--- src/rtl/rc4_wb_host_port.sv ---
// Wishbone classic responder feeding the RC4 core: key register file streamed on a valid/ready channel, TX/RX byte FIFOs.
// Ack one cycle after the transfer is sampled; stream channels stall on ready, full FIFOs drop and set sticky overflow flags.

module rc4_wb_fifo #(
  parameter int DEPTH = 4
) (
  input  logic       clk,
  input  logic       rst_n,
  input  logic       flush,
  input  logic       push,
  input  logic       pop,
  input  logic [7:0] din,
  output logic [7:0] dout,
  output logic       full,
  output logic       empty
);
  localparam int AW = $clog2(DEPTH);
  localparam int CW = AW + 1;

  logic [7:0]    mem [DEPTH];
  logic [AW-1:0] wp, rp;
  logic [CW-1:0] count;
  logic          do_push, do_pop;

  assign full    = (count == CW'(DEPTH));
  assign empty   = (count == '0);
  assign dout    = mem[rp];
  assign do_pop  = pop && !empty;
  // a push into a full FIFO is accepted only when a pop frees the slot in the same cycle
  assign do_push = push && (!full || do_pop);

  always_ff @(posedge clk) begin
    if (!rst_n || flush) begin
      wp    <= '0;
      rp    <= '0;
      count <= '0;
    end else begin
      if (do_push) wp <= wp + AW'(1);
      if (do_pop)  rp <= rp + AW'(1);
      case ({do_push, do_pop})
        2'b10:   count <= count + CW'(1);
        2'b01:   count <= count - CW'(1);
        default: count <= count;
      endcase
    end
  end

  always_ff @(posedge clk) begin
    if (do_push && !flush) mem[wp] <= din;
  end
endmodule

module rc4_wb_host_port #(
  parameter logic [31:0] BASE_ADR   = 32'h3000_0000,
  parameter int          FIFO_DEPTH = 4
) (
  input  logic        wb_clk_i,
  input  logic        wb_rst_i,
  input  logic        wbs_stb_i,
  input  logic        wbs_cyc_i,
  input  logic        wbs_we_i,
  input  logic [3:0]  wbs_sel_i,
  input  logic [31:0] wbs_adr_i,
  input  logic [31:0] wbs_dat_i,
  output logic        wbs_ack_o,
  output logic [31:0] wbs_dat_o,
  output logic [7:0]  key_byte_o,
  output logic        key_valid_o,
  output logic        key_last_o,
  input  logic        key_ready_i,
  output logic [7:0]  tx_byte_o,
  output logic        tx_valid_o,
  input  logic        tx_ready_i,
  input  logic [7:0]  rx_byte_i,
  input  logic        rx_valid_i,
  output logic        rx_ready_o,
  output logic        irq_o
);
  localparam logic [1:0] IDLE = 2'd0;
  localparam logic [1:0] SEND = 2'd1;
  localparam logic [1:0] DONE = 2'd2;

  logic [1:0]  state;
  logic [3:0]  idx;
  logic [3:0]  keylen_m1;
  logic [7:0]  key [16];
  logic        key_done, tx_ovf, rx_ovf, key_busy;
  logic        hit, xfer, wr, rd;
  logic [2:0]  off;
  logic [1:0]  kw;
  logic [31:0] rdata;
  logic [7:0]  status;
  logic        ctrl_wr, status_wr, key_wr, start, flush;
  logic        tx_push, tx_full, tx_empty, rx_push, rx_pop, rx_full, rx_empty;
  logic [7:0]  tx_head, rx_head;
  logic        unused_ok;

  assign unused_ok = ^wbs_adr_i[1:0];

  assign hit  = (wbs_adr_i[31:5] == BASE_ADR[31:5]);
  assign xfer = wbs_stb_i && wbs_cyc_i && hit && !wbs_ack_o;
  assign wr   = xfer && wbs_we_i;
  assign rd   = xfer && !wbs_we_i;
  assign off  = wbs_adr_i[4:2];
  assign kw   = 2'(off - 3'd2);

  assign key_busy  = (state != IDLE);
  assign ctrl_wr   = wr && (off == 3'd0) && wbs_sel_i[0];
  assign status_wr = wr && (off == 3'd1);
  assign key_wr    = wr && (off >= 3'd2) && (off <= 3'd5) && !key_busy;
  assign start     = ctrl_wr && wbs_dat_i[0];
  assign flush     = ctrl_wr && wbs_dat_i[1];
  assign tx_push   = wr && (off == 3'd6) && wbs_sel_i[0];
  assign rx_push   = rx_valid_i && !rx_full;
  assign rx_pop    = rd && (off == 3'd7);

  assign status = {rx_ovf, tx_ovf, rx_empty, rx_full, tx_empty, tx_full, key_done, key_busy};

  always_comb begin
    rdata = 32'h0;
    case (off)
      3'd0: rdata = {24'h0, keylen_m1, 4'h0};
      3'd1: rdata = {24'h0, status};
      3'd2, 3'd3, 3'd4, 3'd5:
        rdata = {key[{kw, 2'd3}], key[{kw, 2'd2}], key[{kw, 2'd1}], key[{kw, 2'd0}]};
      3'd7: rdata = {23'h0, !rx_empty, rx_empty ? 8'h00 : rx_head};
      default: rdata = 32'h0;
    endcase
  end

  always_ff @(posedge wb_clk_i) begin
    if (!wb_rst_i) begin
      wbs_ack_o <= 1'b0;
      wbs_dat_o <= 32'h0;
    end else begin
      wbs_ack_o <= xfer;
      wbs_dat_o <= rd ? rdata : 32'h0;
    end
  end

  always_ff @(posedge wb_clk_i) begin
    if (!wb_rst_i) begin
      for (int i = 0; i < 16; i++) key[i] <= 8'h0;
      keylen_m1 <= 4'hF;
    end else begin
      if (key_wr) begin
        for (int l = 0; l < 4; l++)
          if (wbs_sel_i[l]) key[{kw, 2'(l)}] <= wbs_dat_i[8*l +: 8];
      end
      // the key length cannot move under a stream in progress
      if (ctrl_wr && !key_busy) keylen_m1 <= wbs_dat_i[7:4];
    end
  end

  always_ff @(posedge wb_clk_i) begin
    if (!wb_rst_i) begin
      state    <= IDLE;
      idx      <= 4'h0;
      key_done <= 1'b0;
    end else begin
      if (status_wr) key_done <= 1'b0;
      case (state)
        IDLE: if (start) begin
          state    <= SEND;
          idx      <= 4'h0;
          key_done <= 1'b0;
        end
        SEND: if (key_ready_i) begin
          if (idx == keylen_m1) state <= DONE;
          else                  idx   <= idx + 4'd1;
        end
        DONE: begin
          key_done <= 1'b1;
          state    <= IDLE;
        end
        default: state <= IDLE;
      endcase
    end
  end

  always_ff @(posedge wb_clk_i) begin
    if (!wb_rst_i) begin
      tx_ovf <= 1'b0;
      rx_ovf <= 1'b0;
    end else begin
      if (status_wr) begin
        tx_ovf <= 1'b0;
        rx_ovf <= 1'b0;
      end
      if (tx_push && tx_full && !tx_ready_i && !flush) tx_ovf <= 1'b1;
      if (rx_valid_i && rx_full && !flush)             rx_ovf <= 1'b1;
    end
  end

  rc4_wb_fifo #(.DEPTH(FIFO_DEPTH)) u_tx_fifo (
    .clk(wb_clk_i), .rst_n(wb_rst_i), .flush(flush),
    .push(tx_push), .pop(tx_ready_i), .din(wbs_dat_i[7:0]),
    .dout(tx_head), .full(tx_full), .empty(tx_empty)
  );

  rc4_wb_fifo #(.DEPTH(FIFO_DEPTH)) u_rx_fifo (
    .clk(wb_clk_i), .rst_n(wb_rst_i), .flush(flush),
    .push(rx_push), .pop(rx_pop), .din(rx_byte_i),
    .dout(rx_head), .full(rx_full), .empty(rx_empty)
  );

  assign key_valid_o = (state == SEND);
  assign key_byte_o  = key_valid_o ? key[idx] : 8'h00;
  assign key_last_o  = key_valid_o && (idx == keylen_m1);
  assign tx_valid_o  = !tx_empty;
  assign tx_byte_o   = tx_empty ? 8'h00 : tx_head;
  // held low while reset is asserted so every output reads 0 in reset
  assign rx_ready_o  = wb_rst_i && !rx_full;
  assign irq_o       = key_done || !rx_empty;
endmodule
--- config.mk ---
export PLATFORM = sky130hd
export DESIGN_NAME = rc4_wb_host_port
export DESIGN_NICKNAME = d
export VERILOG_FILES = /design/src/rtl/rc4_wb_host_port.sv
export SDC_FILE = /design/constraint.sdc
export NUM_CORES = 1
export LEC_CHECK = 0
export BUFFER_PORTS_ARGS = -buffer_cell sky130_fd_sc_hd__buf_2
export CORE_MARGIN = 1
export CORE_UTILIZATION = 35
export CTS_CLUSTER_SIZE = 25
export DETAILED_ROUTE_END_ITERATION = 7
export SETUP_SLACK_MARGIN = 0.02
export SYNTH_ARGS = -nofsm -noshare
export SYNTH_HDL_FRONTEND = slang
export SYNTH_SLANG_ARGS = --single-unit
--- constraint.sdc ---
create_clock -name wb_clk_i -period 2.7 [get_ports wb_clk_i]
set_clock_uncertainty 0.05 [all_clocks]
set_input_delay 0.135 -clock wb_clk_i [delete_from_list [all_inputs] [get_ports wb_clk_i]]
set_output_delay 0.135 -clock wb_clk_i [all_outputs]
set_load 0.01 [all_outputs]
==> impl_metrics.ini <==
[synth]
synth_top_area_cell = edfxtp_1
yosysMostFrequentCell = edfxtp_1
ys_top_cells_by_area = edfxtp_1 48%, mux4_2 16%, dfxtp_1 11%
async_reset_ff_share_pct = 0
ys_ff_latch = 260
synth-seq-area-share_pct = 58.93
synth-edff-count = 192
syn_inst = 800
avgSynthCellArea_um2 = 15.12
synth_top_area_share_pct = 47.68
synth_common_cells = 192 x edfxtp_1, 145 x and2_1, 88 x mux4_2
syn_area_mm2 = 0.01209
synthDistinctLibCells = 50
synth_nets = 897
ys.flop_type = edfxtp_1
ys_warn_count = 0

[route]
drc = 0
routed_via_density = 5.035
wl_met3_mm = 1.983
drt_iter0_drc = 680
detail_route.wl_per_cell_um = 21.37
wirelength_mm = 32.10
wl_met1_mm = 13.69
vias = 7563
ant_nets = 0
met2WireLength_mm = 15.57
firstDrtPassIters = 7
topRoutingLayerUsed = met4

[global_routing]
grt_max_degree = 34
overflow = 0
grt_pass1_vias = 7941
antenna_found_initial = 1
gr-usage-all-layers_pct = 18.48
grt_pass1_wl_mm = 48.87

[clock_network]
cts.clk_slew.worst_paths_ns = 0.07
cts_max_level = 1
cts_sinks = 260
cts_buffers = 28
cts_tree = done
clkLatencyLatePin_ns = 0.54
clockBufferDepth = 3
root_buffer = clkbuf_16

[setup_path]
crit_fanout = 10
ff2ff_setup_slack_ns = 0.19
path_class = reg2out
cp-start-kind = flip-flop
required_ns = 2.52
end_kind = output pin
worstPathArrival_ns = 2.47

[floorplanning]
coreArea_mm2 = 0.03378
die_x_um = 187.9
io_pins = 138
die_h_um = 187.9
num_rows = 67
start_util_pct = 35.79
dieArea_mm2 = 0.03530

[power]
p_per_area_mw_per_mm2 = 595.3
ir_drop_mv = 0.5813
power_leakage_uw = 0.005693

[placed_design]
dp_hpwl_mm = 23.29
placed_cells = 1395
place_area_mm2 = 0.01357
portBuffers = 135
globalplace.congestion = 0.8613
pre_cts_slack_ns = 0.1175

[sta]
slew_violations = 0
fin_ws_ns = 0.04060
tightest_slew_ns = 0.5935
finalSetupViolations = 0
hold_viol = 0
grt_setup_unrepaired = true
fin_crit_sh_pct = 98.50
post-route-min-period_ns = 2.659
fmax_ghz = 0.3760
whs_ns = 0.05095
max_slew_margin_pct = 60.38

[layout]
design_area_mm2 = 0.01516
fill_cells = 3017
fin_nets = 1128
stdcell_count = 1502
syn2layout_area_growth_pct = 25.36
final_layout_size_suffix_gt1_share_pct = 34.47

[flow_run]
cap_violations = 0

[run_status]
status = finished clean

[min_path]
hp-class = in2reg
[placed cells by master, fill, tap and decap left out, types with 7 or more instances in the layout]
cell type and instances:
mux4_2 88, xor2_1 10, nor2_1 32, a21oi_1 19
buf_2 131, ha_1 11, o21ai_0 8, nand2b_1 19
mux2i_1 7, dfxtp_1 67, dlygate4sd3_1 49, and2_1 139
and3_1 9, nor4_4 11, nand2_1 28, edfxtp_1 192
a22oi_1 8, inv_1 13, clkbuf_16 28, nor2b_1 26
buf_4 53
[state kept, by name, summed over array words and instances, names as in the netlist, 3 cells and up, named ones only]
signal	count
u_tx_fifo.count	3
idx	4
key	128
wbs_dat_o	32
u_tx_fifo.mem	32
u_rx_fifo.mem	32
keylen_m1	4
u_rx_fifo.count	3
[power breakdown]
group          total (uW)  switching, uW  internal (uW)
sequential           4410           51.3           4360
combinational         529            290            239
clock                4090           1600           2480
total                9020           1940           7080
[worst max-delay path: stages, from the launching register on]
cell,delay [ns]
dfxtp_4,0.44
buf_12,0.17
mux4_2,0.51
mux4_2,0.51
and2_4,0.16
buf_2,0.14
[final cells by class]
cell class	instances	area, um^2	share of cell area (%)
clock inverter	21	279.0	1.841
tap	448	560.5	3.698
clock buffer	31	711.9	4.696
sequential	260	7131	47.04
timing repair buffer	240	1657	10.93
inverter	14	52.55	0.3466
antenna	1	2.502	0.01651
multi-input combinational	487	4766	31.44
[per-stage QoR]
step           utilization (%)  total power (uW)  TNS (ns)
2_1_floorplan                -              4728         0
3_3_place_gp             40.16              4962         0
3_5_place_dp             40.16              4972         0
4_1_cts                  44.68              9114         0
5_1_grt                  44.87              9309  -0.05173
6_report                 44.87              9024         0
[cells by family (layout without fill, tap and decap cells)]
| logic type | after synthesis | in the layout | share of synthesized area, % |
|---|---|---|---|
| and+or+nand+nor | 313 | 314 | 16.91 |
| adders and majority gates | 13 | 13 | 1.469 |
| xor gates and xnor gates | 16 | 16 | 1.159 |
| other | 0 | 1 | 0 |
| DFF | 260 | 260 | 58.93 |
| muxes | 99 | 99 | 17.34 |
| AOI/OAI and AO/OA | 45 | 45 | 2.276 |
| buffers and inverters | 54 | 306 | 1.914 |
[repair_timing]
action | 4_1_cts | 5_1_grt
pin swaps | 2 | 4
endpoints found under the setup margin | 7 | 27
hold endpoints to repair | 200 | 0
hold buffers | 49 | 0
gates resized for setup | 3 | 11
buffers inserted | 2 | 1
gates cloned | 1 | 1
[path summary, 6_finish.rpt]
check / startpoint / depth (start not counted) / endpoint
max: flip-flop / 5 / key_byte_o[0]
min: wbs_we_i / 4 / rx_ovf
max reg2reg: wbs_ack_o / 6 / tx_ovf
min reg2reg: rx_ovf / 2 / rx_ovf
[routing by layer]
layer | GRT usage (%) | vias up
li1 | - | 3483
met1 | 25.09 | 3766
met2 | 30.83 | 267
met3 | 2.452 | 47
met4 | 5.535 | 0
met5 | 0 | -
(Power assumes the default switching activity.)
